[src/rtl/gate_sweep_ctrl_if.sv]
// Capture-record stream from gate_sweep_ctrl (master) to the result consumer (slave).
interface gate_sweep_ctrl_if #(
   parameter int N_IN  = 4,
   parameter int N_OUT = 2
);
   logic             cap_valid;
   logic             cap_ready;
   logic [N_IN-1:0]  cap_addr;
   logic [N_OUT-1:0] cap_data;
   logic             cap_mismatch;

   modport master (output cap_valid, cap_addr, cap_data, cap_mismatch, input cap_ready);
   modport slave  (input cap_valid, cap_addr, cap_data, cap_mismatch, output cap_ready);
endinterface

[src/rtl/gate_sweep_ctrl.sv]
// Exhaustive, back-pressurable sweep of a combinational gate block with registered capture.
// Define GATE_SWEEP_CHECK_EN to add the expected-response table and mismatch counting.
module gate_sweep_ctrl #(
   parameter int N_IN        = 4,
   parameter int N_OUT       = 2,
   parameter int HOLD_CYCLES = 2
) (
   input  logic                  clk,
   input  logic                  rst,
   input  logic                  start,
   input  logic                  abort,
   output logic                  busy,
   output logic                  done,
   output logic [N_IN-1:0]       dut_in,
   input  logic [N_OUT-1:0]      dut_out,
   gate_sweep_ctrl_if.master     cap,
   output logic [N_IN:0]         err_count,
   input  logic                  exp_wr_en,
   input  logic [N_IN-1:0]       exp_wr_addr,
   input  logic [N_OUT-1:0]      exp_wr_data
);

   typedef enum logic [1:0] {IDLE, SETTLE, CAPTURE, DONE} state_e;

   localparam logic [7:0] HOLD_LAST = 8'(HOLD_CYCLES - 1);

   state_e           state_q, state_d;
   logic [N_IN-1:0]  idx_q, idx_d;
   logic [7:0]       hold_q, hold_d;
   logic             busy_q, busy_d;
   logic             done_q, done_d;
   logic             cap_valid_q, cap_valid_d;
   logic [N_IN-1:0]  cap_addr_q, cap_addr_d;
   logic [N_OUT-1:0] cap_data_q, cap_data_d;
   logic             cap_mismatch_q, cap_mismatch_d;
   logic [N_IN:0]    err_q, err_d;
   logic             sample_mismatch;

`ifdef GATE_SWEEP_CHECK_EN
   logic [N_OUT-1:0] exp_q [2**N_IN];
   logic [N_OUT-1:0] exp_d [2**N_IN];

   always_comb begin
      exp_d = exp_q;
      if (exp_wr_en && state_q == IDLE) exp_d[exp_wr_addr] = exp_wr_data;
   end

   // NOTE: the table is small and must read as zero after reset, so it is built from
   // resettable flops rather than an inferred RAM, which could not be cleared asynchronously.
   always_ff @(posedge clk or posedge rst) begin
      if (rst) begin
         for (int i = 0; i < 2**N_IN; i++) exp_q[i] <= '0;
      end else begin
         exp_q <= exp_d;
      end
   end

   assign sample_mismatch = (dut_out != exp_q[idx_q]);
`else
   logic unused_exp_wr;
   assign unused_exp_wr   = ^{exp_wr_en, exp_wr_addr, exp_wr_data};
   assign sample_mismatch = 1'b0;
`endif

   // NOTE: every _d signal takes its hold value first, so no path through the case leaves one
   // unassigned and no latch is inferred.
   always_comb begin
      state_d        = state_q;
      idx_d          = idx_q;
      hold_d         = hold_q;
      done_d         = 1'b0;
      cap_valid_d    = cap_valid_q;
      cap_addr_d     = cap_addr_q;
      cap_data_d     = cap_data_q;
      cap_mismatch_d = cap_mismatch_q;
      err_d          = err_q;

      unique case (state_q)
         IDLE: begin
            if (start && !abort) begin
               state_d = SETTLE;
               idx_d   = '0;
               hold_d  = '0;
               err_d   = '0;
            end
         end
         SETTLE: begin
            if (hold_q == HOLD_LAST) begin
               cap_data_d     = dut_out;
               cap_addr_d     = idx_q;
               cap_mismatch_d = sample_mismatch;
               cap_valid_d    = 1'b1;
               state_d        = CAPTURE;
            end else begin
               hold_d = hold_q + 8'd1;
            end
         end
         CAPTURE: begin
            if (cap.cap_ready) begin
               cap_valid_d = 1'b0;
               if (cap_mismatch_q) err_d = err_q + (N_IN+1)'(1);
               if (&idx_q) begin
                  state_d = DONE;
                  done_d  = 1'b1;
               end else begin
                  idx_d   = idx_q + N_IN'(1);
                  hold_d  = '0;
                  state_d = SETTLE;
               end
            end
         end
         DONE: state_d = IDLE;
         default: state_d = IDLE;
      endcase

      // Cancel overrides everything above, including a same-cycle handshake.
      if (abort && state_q != IDLE) begin
         state_d     = IDLE;
         idx_d       = '0;
         cap_valid_d = 1'b0;
         done_d      = 1'b0;
         err_d       = err_q;
      end
   end

   assign busy_d = (state_d != IDLE);

   // NOTE: sequential state uses non-blocking assignments so every flop samples pre-edge values.
   always_ff @(posedge clk or posedge rst) begin
      if (rst) begin
         state_q        <= IDLE;
         idx_q          <= '0;
         hold_q         <= '0;
         busy_q         <= 1'b0;
         done_q         <= 1'b0;
         cap_valid_q    <= 1'b0;
         cap_addr_q     <= '0;
         cap_data_q     <= '0;
         cap_mismatch_q <= 1'b0;
         err_q          <= '0;
      end else begin
         state_q        <= state_d;
         idx_q          <= idx_d;
         hold_q         <= hold_d;
         busy_q         <= busy_d;
         done_q         <= done_d;
         cap_valid_q    <= cap_valid_d;
         cap_addr_q     <= cap_addr_d;
         cap_data_q     <= cap_data_d;
         cap_mismatch_q <= cap_mismatch_d;
         err_q          <= err_d;
      end
   end

   assign busy             = busy_q;
   assign done             = done_q;
   assign dut_in           = idx_q;
   assign err_count        = err_q;
   assign cap.cap_valid    = cap_valid_q;
   assign cap.cap_addr     = cap_addr_q;
   assign cap.cap_data     = cap_data_q;
   assign cap.cap_mismatch = cap_mismatch_q;

endmodule

[src/flat_wrapper.sv]
// flat-port wrapper written by rule: the top's interface ports become plain ports
module gate_sweep_ctrl_flat 
#(
   parameter int N_IN        = 4,
   parameter int N_OUT       = 2,
   parameter int HOLD_CYCLES = 2
)
  (clk, rst, start, abort, busy, done, dut_in, dut_out, err_count, exp_wr_en, exp_wr_addr, exp_wr_data, cap_cap_valid, cap_cap_addr, cap_cap_data, cap_cap_mismatch, cap_cap_ready);
  gate_sweep_ctrl_if #(.N_IN(N_IN), .N_OUT(N_OUT)) cap_i ();
  input  logic clk;
  input  logic rst;
  input  logic start;
  input  logic abort;
  output logic busy;
  output logic done;
  output logic [N_IN-1:0] dut_in;
  input  logic [N_OUT-1:0] dut_out;
  output logic [N_IN:0] err_count;
  input  logic exp_wr_en;
  input  logic [N_IN-1:0] exp_wr_addr;
  input  logic [N_OUT-1:0] exp_wr_data;
  output wire logic [$bits(cap_i.cap_valid)-1:0] cap_cap_valid;
  output wire logic [$bits(cap_i.cap_addr)-1:0] cap_cap_addr;
  output wire logic [$bits(cap_i.cap_data)-1:0] cap_cap_data;
  output wire logic [$bits(cap_i.cap_mismatch)-1:0] cap_cap_mismatch;
  input wire logic [$bits(cap_i.cap_ready)-1:0] cap_cap_ready;
  assign cap_cap_valid = cap_i.cap_valid;
  assign cap_cap_addr = cap_i.cap_addr;
  assign cap_cap_data = cap_i.cap_data;
  assign cap_cap_mismatch = cap_i.cap_mismatch;
  assign cap_i.cap_ready = cap_cap_ready;
  gate_sweep_ctrl #(.N_IN(N_IN), .N_OUT(N_OUT), .HOLD_CYCLES(HOLD_CYCLES)) u_core (.clk(clk), .rst(rst), .start(start), .abort(abort), .busy(busy), .done(done), .dut_in(dut_in), .dut_out(dut_out), .cap(cap_i), .err_count(err_count), .exp_wr_en(exp_wr_en), .exp_wr_addr(exp_wr_addr), .exp_wr_data(exp_wr_data));
endmodule
[config.mk]
export PLATFORM = sky130hd
export DESIGN_NAME = gate_sweep_ctrl_flat
export DESIGN_NICKNAME = d
export VERILOG_FILES = /design/src/rtl/gate_sweep_ctrl_if.sv /design/src/rtl/gate_sweep_ctrl.sv /design/src/flat_wrapper.sv
export SDC_FILE = /design/constraint.sdc
export NUM_CORES = 1
export LEC_CHECK = 0
export ABC_AREA = 1
export BUFFER_PORTS_ARGS = -buffer_cell sky130_fd_sc_hd__clkbuf_2
export CAP_MARGIN = 20
export CORE_ASPECT_RATIO = 1.75
export CORE_MARGIN = 5
export CORE_UTILIZATION = 53
export CTS_CLUSTER_SIZE = 14
export DETAILED_ROUTE_END_ITERATION = 7
export GPL_ROUTABILITY_DRIVEN = 0
export PLACE_DENSITY = 0.87
export RECOVER_POWER = 50
export SLEW_MARGIN = 20
export SYNTH_ARGS = -nofsm -noshare
export SYNTH_HDL_FRONTEND = slang
export SYNTH_SLANG_ARGS = --single-unit
[constraint.sdc]
create_clock -name clk -period 2.34 [get_ports clk]
set_clock_uncertainty 0.1 [all_clocks]
set_input_delay 0 -clock clk [delete_from_list [all_inputs] [get_ports clk]]
set_output_delay 0 -clock clk [all_outputs]
set_load 0.01 [all_outputs]
==> impl_metrics.py, run 1 <==
metrics = {
    "status": {
        "status": "complete, no violations",
    },
    "routing": {
        "drtIter0Drc": 42,
        "ant_nets": 0,
        "vias": 1234,
        "finalWirelength_um": 2950,
        "vias_per_cell": 5.12,
        "routedWlPerCell_um": 12.2,
        "drcViolationCount": 0,
        "drtPass1Iterations": 4,
    },
    "critical_path": {
        "startpoint_type": "register",
        "critical_path_class": "reg -> reg",
        "cp-end-kind": "register",
        "worstPathCellList": "inv_1 -> ha_1 -> nand2_1 -> o21ai_2 -> nor2_1 -> nand2_4 -> inv_1 -> nand3_1 -> nand2_1",
        "path_buf_inv": 2,
        "slowest_delay_ns": 0.42,
        "cp.arrival_ns": 1.87,
        "crit_fanout": 16,
        "crit_start": "u_core.state_q[0]",
        "cpLargestDelayFamily": "simple AND/OR/NAND/NOR gates",
        "slowest_stage": "dfrtp_1",
        "worstPathRequired_ns": 2.40,
        "r2r_start": "u_core.state_q[0]",
    },
    "floorplan": {
        "row_count": 25,
        "pin_count": 33,
        "coreArea_sq_um": 2660,
        "die-area_sq_um": 3900,
        "start_util_pct": 54.2,
        "die_w_um": 49.4,
        "fp.dieH_um": 79.0,
    },
    "cts": {
        "post-cts-setup-buffers": 0,
        "insertion_delay_ns": 0.26,
        "clk_pin_slew_ns": 0.08,
        "cts_buffers": 3,
        "clock-sinks": 23,
        "cts_max_level": 1,
        "cts_buffer_depth": 2,
        "root_buffer": "clkbuf_8",
        "cts_tree": "built",
    },
    "power": {
        "p_int_mw": 0.828,
        "comb_power_share_pct": 46.5,
        "total_power_mw": 1.48,
        "irDropWorstVdd_uv": 581,
        "p_seq_share_pct": 36.9,
        "swShare_pct": 44.2,
        "pwr-share-clk_pct": 16.6,
        "p_leak_nw": 0.866,
        "p_per_area_nw_per_um2": 926,
        "p_sw_mw": 0.656,
    },
    "finish": {
        "n_fill_cell": 246,
        "syn2layout_area_growth_pct": 11.1,
        "fin_nets": 237,
        "final_layout_size_suffix_gt1_share_pct": 13.1,
        "finalInstanceArea_sq_um": 1600,
        "antenna_cells": 0,
        "ff_latch_area_sq_um": 576,
        "post-route-util_pct": 60.2,
        "multi_input_area_sq_um": 707,
    },
    "synthesis": {
        "ys_seq_area_share_pct": 39.9,
        "synth_commonest_cells": "nand2_1, inv_1, dfrtp_1",
        "synth_edf_count": 0,
        "synth_cell_type_count": 24,
        "yosysWarningCount": 0,
        "synth_ff_type": "dfrtp_1",
        "ys_seq_elements": 23,
        "synth_top_area_share_pct": 39.9,
        "yosysMostFrequentCell": "nand2_1",
        "synth_top_cell_by_area": "dfrtp_1",
        "netlist_top_cells_area": "dfrtp_1, nand2_1, inv_1, ha_1, nand3_1",
        "async_flop_share_pct": 100,
        "synth_area_sq_um": 1440,
        "avgSynthCellArea_sq_um": 7.63,
        "synthCells": 189,
    },
    "sta": {
        "setup_tns_ns": 0,
        "final_max_slew_viol_count": 0,
        "setup_ws_ns": 0.531,
        "period_share_pct": 77.3,
        "hold_viol": 0,
        "rsz0062_at_grt": "no",
        "min_period_ns": 1.81,
        "setup_violations": 0,
        "maxSlewHeadroom_pct": 41.2,
        "fmax_mhz": 553,
        "tightestPinTransition_ns": 0.881,
    },
    "min_path": {
        "worstHoldStart": "abort",
        "hold_class": "in -> reg",
    },
    "grt": {
        "grt_pass1_wl_um": 5240,
        "grt-ovfl-total": 0,
        "antenna_found_initial": 0,
        "grt_pass1_vias": 1233,
        "gr-usage-all-layers_pct": 16.8,
        "grt_max_degree": 24,
    },
    "placement": {
        "dp_hpwl_um": 2180,
        "dp_slack_ns": 0.532,
        "place_area_sq_um": 1530,
        "numPortBuffers": 19,
    },
    "run": {
        "cap_viol_max_count": 0,
    },
}
## cell usage in the layout, fill, tap and decap left out, drive strengths merged
cell	instances
ha	8
nand4	3
dlygate4sd3	4
or2	2
nor2	11
buf	1
nand3	20
nand2	64
xor2	2
conb	6
o21ai	14
inv	30
clkinv	1
clkbuf	22
a21oi	3
dfrtp	23
## worst paths after layout
path | end | slack [ns] | cells past startpoint
worst max-delay path | u_core.hold_q[5] | 0.53 | 9
worst min-delay path | u_core.done | 0.06 | 4
worst max register to register | u_core.hold_q[5] | 0.53 | 9
worst min register to register | u_core.cap.cap_data[0] | 0.38 | 2
max in group asynchronous | u_core.hold_q[3] | 1.26 | 3
min in group asynchronous | u_core.hold_q[5] | 0.34 | 3
## area by class of cell
class / count / share of cell area [%]
sequential: 23 / 35.9
timing repair buffer: 24 / 7.89
inverter: 30 / 7.03
tap: 27 / 2.11
clock buffer: 3 / 2.58
clock inverter: 1 / 0.312
multi-input combinational: 133 / 44.1
## routing by layer
| layer | global-route usage, % | up-vias | routed length [um] |
|---|---|---|---|
| met5 | 0 | - | 0 |
| met3 | 2.63 | 15 | 86 |
| li1 | - | 628 | - |
| met2 | 31.1 | 27 | 1630 |
| met4 | 11.0 | 0 | 141 |
| met1 | 16.6 | 564 | 1090 |
## stage by stage
step	cells	hold slack (ns)
4_1_cts	241	0.0552
5_1_grt	241	0.0988
3_3_place_gp	233	0.0960
2_1_floorplan	194	-0.0981
6_report	241	0.0580
3_5_place_dp	233	0.106
## registers in the layout (all words and copies together) (netlist names)
signal / count
u_core.hold_q: 8
u_core.cap.cap_addr: 4
u_core.dut_in: 4
u_core.cap.cap_data: 2
u_core.state_q: 2
u_core.busy: 1
u_core.cap.cap_valid: 1
u_core.done: 1
## worst reg2reg max path, stage by stage (launching register included)
cell and delay, ns:
dfrtp_1 0.42, inv_1 0.15, ha_1 0.28, nand2_1 0.11, o21ai_2 0.19, nor2_1 0.10
nand2_4 0.18, inv_1 0.06, nand3_1 0.06, nand2_1 0.05
## timing repair
action,4_1_cts,5_1_grt
resized for setup,0,0
hold buffers,4,0
hold endpoints to repair,26,0
## kinds of logic after synthesis
kind of cell	after synthesis	synth area share, %
flip-flops	23	39.9
AO/OA/AOI/OAI	17	8.25
other	1	0.260
XOR/XNOR	2	1.22
AND/OR/NAND/NOR	100	31.1
adder cells (fa/ha/maj)	8	6.94
buffers and inverters	38	12.3
## power by group through the flow
stage	clock network (mW)	logic, mW	registers [mW]
finish	0.246	0.690	0.547
global placement	0	0.663	0.553
CTS	0.249	0.710	0.548
global route	0.264	0.794	0.560
detailed placement	0	0.689	0.556
floorplan	0	0.530	0.570
No activity file was read; power rests on OpenSTA's default activity.
==> run 2, diff against run 1 <==
ABC_AREA = 0   (was 1)
CORE_UTILIZATION = 47   (was 53)
PLACE_DENSITY = 0.82   (was 0.87)
clock period = 1.49 ns   (was 2.34 ns; I/O delays follow)
==> run 2 against run 1 <==
Effect of this change: the flow now finishes with violations (setup timing); setup slack lost 0.79 ns; synthesized cell count shrank 27%; sequential power grew 47%.
==> impl_metrics.py, run 2 <==
metrics = {
    "status": {
        "status": "complete, but fails checks",
        "violations": "setup timing",
    },
    "routing": {
        "drtIter0Drc": 48,
        "routedWlPerCell_um": 19.0,
        "finalWirelength_um": 4380,
        "ant_nets": 0,
        "vias_per_cell": 5.88,
        "drcViolationCount": 0,
        "vias": 1359,
        "drtPass1Iterations": 4,
    },
    "sta": {
        "tightestPinTransition_ns": 0.587,
        "setup_tns_ns": -4.41,
        "min_period_ns": 1.75,
        "final_max_slew_viol_count": 0,
        "period_share_pct": 118,
        "setup_ws_ns": -0.262,
        "hold_viol": 0,
        "hold_ws_ns": 0.0576,
        "maxSlewHeadroom_pct": 60.8,
        "fmax_mhz": 571,
        "rsz0062_at_grt": "yes",
        "setup_violations": 22,
    },
    "grt": {
        "gr-usage-all-layers_pct": 21.9,
        "grt-ovfl-total": 0,
        "grt_pass1_vias": 1499,
        "grt_max_degree": 24,
        "antenna_found_initial": 0,
        "grt_pass1_wl_um": 6990,
    },
    "synthesis": {
        "yosysMostFrequentCell": "dfrtp_1",
        "synth_area_sq_um": 1370,
        "ys_seq_area_share_pct": 41.9,
        "avgSynthCellArea_sq_um": 9.96,
        "netlist_top_cells_area": "dfrtp_1, ha_1, mux2_2, nand3_1, buf_4",
        "ys_seq_elements": 23,
        "synth_top_area_share_pct": 41.9,
        "synth_top_cell_by_area": "dfrtp_1",
        "synth_ff_type": "dfrtp_1",
        "synth_edf_count": 0,
        "synthCells": 138,
        "yosysWarningCount": 0,
        "async_flop_share_pct": 100,
        "synth_commonest_cells": "dfrtp_1, nand3_1, nand2_1",
        "synth_cell_type_count": 44,
    },
    "critical_path": {
        "cp-end-kind": "register",
        "cpLargestDelayFamily": "flip-flops",
        "slowest_stage": "dfrtp_1",
        "cp.arrival_ns": 1.79,
        "critical_path_class": "reg -> reg",
        "worstPathCellList": "inv_2 -> ha_4 -> nor2b_4 -> a311oi_4 -> or2_4 -> o211ai_1",
        "worstPathRequired_ns": 1.53,
        "path_buf_inv": 1,
        "startpoint_type": "register",
        "slowest_delay_ns": 0.44,
        "crit_fanout": 6,
    },
    "placement": {
        "dp_hpwl_um": 2890,
        "numPortBuffers": 19,
        "dp_cells": 214,
        "place_area_sq_um": 1820,
        "dp_slack_ns": -0.265,
    },
    "finish": {
        "largest_register_ffs": 8,
        "syn2layout_area_growth_pct": 53.7,
        "final_layout_size_suffix_gt1_share_pct": 54.7,
        "antenna_cells": 0,
        "final_common_cell": "buf_4",
        "largest_register": "u_core.hold_q",
        "fin_cells": 231,
        "finalInstanceArea_sq_um": 2110,
        "fin_nets": 226,
        "post-route-util_pct": 73.8,
        "layout.cells.most_common_list": "buf_4, dfrtp_1, clkbuf_2",
    },
    "floorplan": {
        "start_util_pct": 48.0,
        "coreArea_sq_um": 2860,
        "fp.dieH_um": 81.5,
        "die-area_sq_um": 4150,
        "row_count": 26,
        "die_w_um": 50.9,
        "pin_count": 33,
    },
    "power": {
        "irDropWorstVdd_uv": 1010,
        "total_power_mw": 2.97,
        "p_leak_nw": 1.02,
        "p_per_area_nw_per_um2": 1410,
    },
    "cts": {
        "cts_tree": "built",
        "insertion_delay_ns": 0.27,
        "cts_buffer_depth": 2,
        "clk_pin_slew_ns": 0.09,
        "cts_buffers": 3,
        "root_buffer": "clkbuf_8",
        "clock-sinks": 23,
        "cts_max_level": 1,
    },
    "run": {
        "cap_viol_max_count": 0,
    },
    "min_path": {
        "hold_class": "in -> reg",
    },
}
[run 2: cell count changes after synthesis, moves of 3 or more]
| cell | delta |
|---|---|
| o21ai_2 | -6 |
| o2bb2ai_1 | +3 |
| mux2_2 | +7 |
| a22o_1 | +3 |
| inv_1 | -20 |
| nand2_1 | -51 |
| nand3_1 | -6 |
| nor2_1 | -6 |
| nor2b_1 | +3 |
[run 2: path summary, 6_finish.rpt]
check	startpoint	endpoint	slack [ns]	cells past startpoint
max reg2reg	u_core.state_q[0]	u_core.dut_in[3]	-0.26	6
min	cap_cap_ready	u_core.done	0.06	3
max	u_core.state_q[0]	u_core.dut_in[3]	-0.26	6
min in group asynchronous	rst	u_core.hold_q[4]	0.33	4
max in group asynchronous	rst	u_core.state_q[1]	0.54	4
min reg2reg	u_core.cap.cap_addr[1]	u_core.cap.cap_addr[1]	0.42	1
[run 2: report_power, final]
part / internal [mW] / switching (mW)
sequential: 0.732 / 0.0733
clock: 0.189 / 0.212
combinational: 0.900 / 0.867
total: 1.82 / 1.15
[run 2: area by class of cell]
| cell class | count | area (sq um) |
|---|---|---|
| clock inverter | 1 | 7.51 |
| tap | 28 | 35.0 |
| sequential | 23 | 578 |
| timing repair buffer | 65 | 469 |
| fill | 184 | 751 |
| clock buffer | 3 | 41.3 |
| inverter | 8 | 30.0 |
| multi-input combinational | 103 | 951 |
[run 2: logic make-up (layout without fill, tap and decap cells)]
| logic type | Yosys count | count (layout) | synth area share [%] |
|---|---|---|---|
| other cells | 1 | 6 | 0.273 |
| flops | 23 | 23 | 41.9 |
| mux | 8 | 8 | 6.47 |
| buf+inv | 17 | 77 | 6.92 |
| simple gates | 50 | 50 | 21.4 |
| compound gates | 31 | 31 | 15.8 |
| fa+ha+maj | 8 | 8 | 7.29 |
[run 2: worst min-delay path, cell delays in order]
cell	delay [ns]
clkbuf_2	0.15
inv_1	0.18
nor3_4	0.07
[run 2: timing repair]
action / 4_1_cts / 5_1_grt
pin swaps: 14 / 3
endpoints found under the setup margin: 23 / 23
buffers inserted: 5 / 5
hold buffers: 3 / 0
hold endpoints to repair: 25 / 0
gates resized for setup: 20 / 5
[run 2: metal layers]
| metal | track usage [%] | vias to the layer above | wire length [um] |
|---|---|---|---|
| met2 | 39.1 | 45 | 2520 |
| met4 | 13.6 | 0 | 104 |
| li1 | - | 619 | - |
| met1 | 23.3 | 685 | 1600 |
| met5 | 0 | - | 0 |
| met3 | 3.45 | 10 | 160 |
